--- src/rtl/mult_div_unit.sv ---
// mult_div_unit: iterative shift-add multiplier / restoring divider feeding HI/LO
// One shared adder serves both the multiply accumulate and the divide trial subtraction.
module mult_div_unit #(
    parameter int DATA_WIDTH = 32
) (
    input  logic                  clock,
    input  logic                  reset,
    input  logic                  start,
    input  logic [1:0]            op,
    input  logic [DATA_WIDTH-1:0] operand_a,
    input  logic [DATA_WIDTH-1:0] operand_b,
    output logic                  busy,
    output logic                  result_valid,
    output logic [DATA_WIDTH-1:0] hi_data,
    output logic [DATA_WIDTH-1:0] lo_data
);
    localparam int W  = DATA_WIDTH;
    localparam int CW = $clog2(W);
    typedef enum logic [1:0] {IDLE, RUN, FIX, DONE} state_t;
    state_t         state;
    logic           is_div;
    logic           sign_a;
    logic           sign_b;
    logic [W-1:0]   mag_a;
    logic [W-1:0]   mag_b;
    logic [2*W-1:0] acc;
    logic [CW-1:0]  cnt;
    logic           in_sign_a;
    logic           in_sign_b;
    logic [W-1:0]   in_mag_a;
    logic [W-1:0]   in_mag_b;
    logic [W-1:0]   mul_add;
    logic [W:0]     add_x;
    logic [W+1:0]   add_y;
    logic [W+1:0]   sum;
    logic [W-1:0]   quo;
    logic [W-1:0]   rem;
    logic [W-1:0]   raw_a;
    logic [2*W-1:0] prod;
    logic [W-1:0]   fix_hi;
    logic [W-1:0]   fix_lo;
    // Multiply: acc = {partial, multiplier}; divide: acc = {remainder, dividend/quotient}
    always_comb begin
        in_sign_a = ~op[0] & operand_a[W-1];
        in_sign_b = ~op[0] & operand_b[W-1];
        in_mag_a  = in_sign_a ? -operand_a : operand_a;
        in_mag_b  = in_sign_b ? -operand_b : operand_b;
        mul_add   = acc[0] ? mag_a : '0;
        add_x     = is_div ? acc[2*W-1:W-1] : {1'b0, acc[2*W-1:W]};
        add_y     = is_div ? ~{2'b00, mag_b} : {2'b00, mul_add};
        sum       = {1'b0, add_x} + add_y + (W+2)'(is_div);
        quo       = acc[W-1:0];
        rem       = acc[2*W-1:W];
        raw_a     = sign_a ? -mag_a : mag_a;
        prod      = (sign_a ^ sign_b) ? -acc : acc;
        fix_lo    = !is_div ? prod[W-1:0] : (mag_b == '0) ? '1 : (sign_a ^ sign_b) ? -quo : quo;
        fix_hi    = !is_div ? prod[2*W-1:W] : (mag_b == '0) ? raw_a : sign_a ? -rem : rem;
    end
    always_ff @(posedge clock) begin
        if (reset) begin
            state        <= IDLE;
            busy         <= 1'b0;
            result_valid <= 1'b0;
            hi_data      <= '0;
            lo_data      <= '0;
            cnt          <= '0;
            is_div       <= 1'b0;
            sign_a       <= 1'b0;
            sign_b       <= 1'b0;
            mag_a        <= '0;
            mag_b        <= '0;
            acc          <= '0;
        end else begin
            result_valid <= 1'b0;
            case (state)
                IDLE: if (start) begin
                    state  <= RUN;
                    busy   <= 1'b1;
                    is_div <= op[1];
                    sign_a <= in_sign_a;
                    sign_b <= in_sign_b;
                    mag_a  <= in_mag_a;
                    mag_b  <= in_mag_b;
                    acc    <= {{W{1'b0}}, op[1] ? in_mag_a : in_mag_b};
                    cnt    <= '0;
                end
                RUN: begin
                    // a set sum[W+1] means the trial subtraction went negative: restore
                    acc <= !is_div ? {sum[W:0], acc[W-1:1]} :
                           sum[W+1] ? {acc[2*W-2:0], 1'b0} : {sum[W-1:0], acc[W-2:0], 1'b1};
                    cnt <= cnt + 1'b1;
                    if (cnt == CW'(W-1)) state <= FIX;
                end
                FIX: begin
                    hi_data      <= fix_hi;
                    lo_data      <= fix_lo;
                    result_valid <= 1'b1;
                    state        <= DONE;
                end
                default: begin
                    state <= IDLE;
                    busy  <= 1'b0;
                end
            endcase
        end
    end
endmodule

--- config.mk ---
export PLATFORM = sky130hd
export DESIGN_NAME = mult_div_unit
export DESIGN_NICKNAME = d
export VERILOG_FILES = /design/src/rtl/mult_div_unit.sv
export SDC_FILE = /design/constraint.sdc
export NUM_CORES = 1
export LEC_CHECK = 0
export ABC_AREA = 1
export BUFFER_PORTS_ARGS = -buffer_cell sky130_fd_sc_hd__buf_2
export CORE_MARGIN = 4
export CORE_UTILIZATION = 50
export DETAILED_ROUTE_END_ITERATION = 12
export GPL_TIMING_DRIVEN = 0
export PLACE_DENSITY_LB_ADDON = 0.12
export SLEW_MARGIN = 40
export SYNTH_ARGS = -nofsm -noshare
export SYNTH_HDL_FRONTEND = slang
export SYNTH_SLANG_ARGS = --single-unit
--- constraint.sdc ---
create_clock -name clock -period 6.5 [get_ports clock]
set_clock_uncertainty 0.2 [all_clocks]
set_input_delay 0.65 -clock clock [delete_from_list [all_inputs] [get_ports clock]]
set_output_delay 0.65 -clock clock [all_outputs]
set_load 0.005 [all_outputs]
==> metrics.yaml <==
status: "completed"
critPathLaunchType: "register"
cts-buffers-inserted: 24
ys.flop_type: "dfxtp_1"
netlist_area_um2: 18730
stdcell_count: 3980
hp-class: "in2reg"
max-slew-margin-rel_pct: 38.35
vias_per_cell: 6.006
grt_pass1_wl_mm: 130.1
ios: 135
cts-root-buf: "clkbuf_16"
required_ps: 6790
fp.dieW_um: 201.5
drt_iter0_markers: 3060
path_class: "reg2reg"
path_cells: "buf_2 > clkbuf_1 > clkbuf_1 > nand2_1 > o21ai_0 > fa_1 > inv_1 > fa_1 > nand3_1 > nand3_1 > nand3_1 > nand3b_1 > xnor2_1 > or2_2 > nand2_1 > nand2_1 > a21oi_1"
ys_seq_area_share_pct: 21.81
ys_async_sr_fraction_pct: 0
slowest_delay_ps: 720
finalWorstPathRequiredPeriod_ps: 4902
clk-insertion-delay-late_ps: 570
dpl.cell_count: 3934
p_per_area_nw_per_um2: 483.7
clk_pin_slew_ps: 60
grt_max_degree: 14
chipHeight_um: 201.5
vias: 23900
synth.distinct_cells: 52
core_um2: 36790
overflow: 0
drc: 0
syn_avg_cell_area_um2: 5.618
start_util_pct: 50.90
syn_to_final_growth_pct: 11.43
rsz0062_at_grt: "false"
grt_pass1_vias: 21850
cts_setup_buffers: 0
grt_usage_pct: 41.33
row_count: 70
seqCellArea_um2: 4084
ctsHtreeMaxLevel: 1
dieArea_um2: 40610
cp_num_buf_inv: 4
first_pass_iters: 6
yosys_warnings: 0
hold_violations: 0
min_period_over_period_pct: 75.41
vdd_drop_max_v: 0.0002937
cts_buffer_depth: 3
worstPathArrival_ps: 5190
end_kind: "register"
worst_pin_slew_ps: 924.7
setup_violations: 0
netlist_instances: 3333
multi_input_area_um2: 12190
antenna_found_initial: 3
cts_hold_buf: 0
slowest_stage: "clkbuf_1"
tns_ps: 0
ant_nets: 0
critical-path-top-delay-family: "buffers and inverters"
ys_ff_latch: 204
synth_top_area_cell: "dfxtp_1"
syn-num-nets: 3446
gp_congestion: 1.100
hold_ws_ps: 221.3
postCtsResizedCells: 0
crit_fanout: 10
drt-total-wl_mm: 89.14
synth_top_area_share_pct: 21.81
p_leak_uw: 0.01076
fill_cells: 3825
synth-edff-count: 0
synth_area_leaders: "dfxtp_1 (22%), nand2_1 (19%), inv_1 (9.3%)"
dp_hpwl_mm: 72.77
clkSinkCount: 204
final_layout_size_suffix_gt1_share_pct: 8.858
wl_per_cell_um: 22.40
port_buffers: 133
maxCapViolations: 0
max_freq_mhz: 204.0
cts_tree: "yes"
nets: 3606
report.final.slew_viol_count: 0
==> power breakdown <==
part | internal, µW | total [µW] | switching (µW) | leakage (µW)
clock network | 891 | 1490 | 597 | 0.000436
registers | 1650 | 2110 | 455 | 0.00168
logic | 1850 | 6500 | 4650 | 0.00865
total | 4390 | 10100 | 5700 | 0.0108
==> sequential cells by signal, summed over array words and instances, names as in the netlist <==
signal        cells
cnt               5
sign_a            1
hi_data          32
mag_a            32
lo_data          32
sign_b            1
state             2
is_div            1
acc              64
result_valid      1
busy              1
mag_b            32
==> worst register-to-register path: cells and delay by family, from the launching register on <==
kind,cells,cell delay (ps)
flops,1,300
compound gates,2,320
xor+xnor,1,250
fa+ha+maj,2,750
simple gates,8,1170
buf+inv,4,1830
==> routing by layer <==
| metal | part of all wire, % | vias up | GRT usage [%] | wire length [µm] |
|---|---|---|---|---|
| li1 | - | 11010 | - | - |
| met1 | 37 | 10800 | 51.92 | 33260 |
| met2 | 42 | 1665 | 64.05 | 37520 |
| met3 | 11 | 431 | 7.720 | 10230 |
| met4 | 9.1 | 4 | 28.66 | 8099 |
| met5 | 0.033 | - | 0 | 29 |
==> per-stage QoR <==
| stage | worst slack (ps) | area (µm²) | utilization (%) | power, µW |
|---|---|---|---|---|
| 6_report | 1598 | 20870 | 56.72 | 10090 |
| 5_1_grt | 1443 | 20860 | 56.72 | 10680 |
| 4_1_cts | 1757 | 20850 | 56.68 | 9797 |
| 3_5_place_dp | 1778 | 19980 | 54.31 | 8300 |
| 3_3_place_gp | 1801 | 19980 | 54.31 | 8219 |
| 2_1_floorplan | 3285 | 18730 | - | 6107 |
==> path summary, 6_finish.rpt <==
check	end	start	slack (ps)	depth (start not counted)
min reg2reg	hi_data[12]	hi_data[12]	260	2
max reg2reg	acc[43]	is_div	1600	17
min	mag_a[31]	operand_a[31]	220	3
max	acc[43]	is_div	1600	17
==> cell type report <==
| class | count | area share, % |
|---|---|---|
| timing repair buffer | 134 | 3.244 |
| tap | 468 | 2.806 |
| multi-input combinational | 2501 | 58.42 |
| inverter | 481 | 8.677 |
| clock inverter | 11 | 0.7615 |
| sequential | 204 | 19.57 |
| antenna | 1 | 0.01199 |
| clock buffer | 33 | 3.424 |
| buffer | 147 | 3.088 |
==> cell usage after synthesis, types with 3 or more instances <==
cell and n:
nand4_1 29, o21ai_0 235, and2_1 8, ha_1 42, buf_4 3, nand2_1 943
inv_2 13, inv_1 464, o21bai_1 7, buf_2 25, o21ai_1 7, nand2_2 16
clkbuf_1 92, a21oi_2 21, a31oi_1 10, o221ai_1 10, xor2_1 88, xnor2_1 9
a21oi_1 230, o211ai_1 53, or2_2 8, nand3_2 3, nor2_1 360, o22ai_1 32
dfxtp_1 204, o21ai_2 16, clkinv_1 3, nor2_2 15, nor3_1 30, nand3b_1 9
nand3_1 298, buf_1 22
==> cell usage in the layout, fill, tap and decap left out, drive strengths merged, types with 2 or more instances in the layout <==
cell type and instances:
inv 478, nand2 962, nand4 29, nor2 377, or2 10, bufinv 3, xnor2 9, clkbuf 126
buf 188, o21ai 258, xor2 88, clkinv 11, nand3b 9, ha 42, o211ai 53, o2111ai 2
a21oi 251, a211oi 2, and2 8, dfxtp 204, nor3 31, o21bai 7, o22ai 32, a31oi 10
o221ai 10, fa 2, o31ai 2, nand3 301
==> cell families (layout without fill, tap and decap cells) <==
family,Yosys count,after routing,synth area share (%)
AND/OR/NAND/NOR,1730,1730,38.52
AO/OA/AOI/OAI,629,629,18.96
buffers and inverters,628,806,13.10
flip-flops,204,204,21.81
XOR/XNOR,97,97,4.537
adder cells (fa/ha/maj),44,44,3.020
multiplexers,1,1,0.05346
other,0,1,0
(Power assumes the default switching activity.)
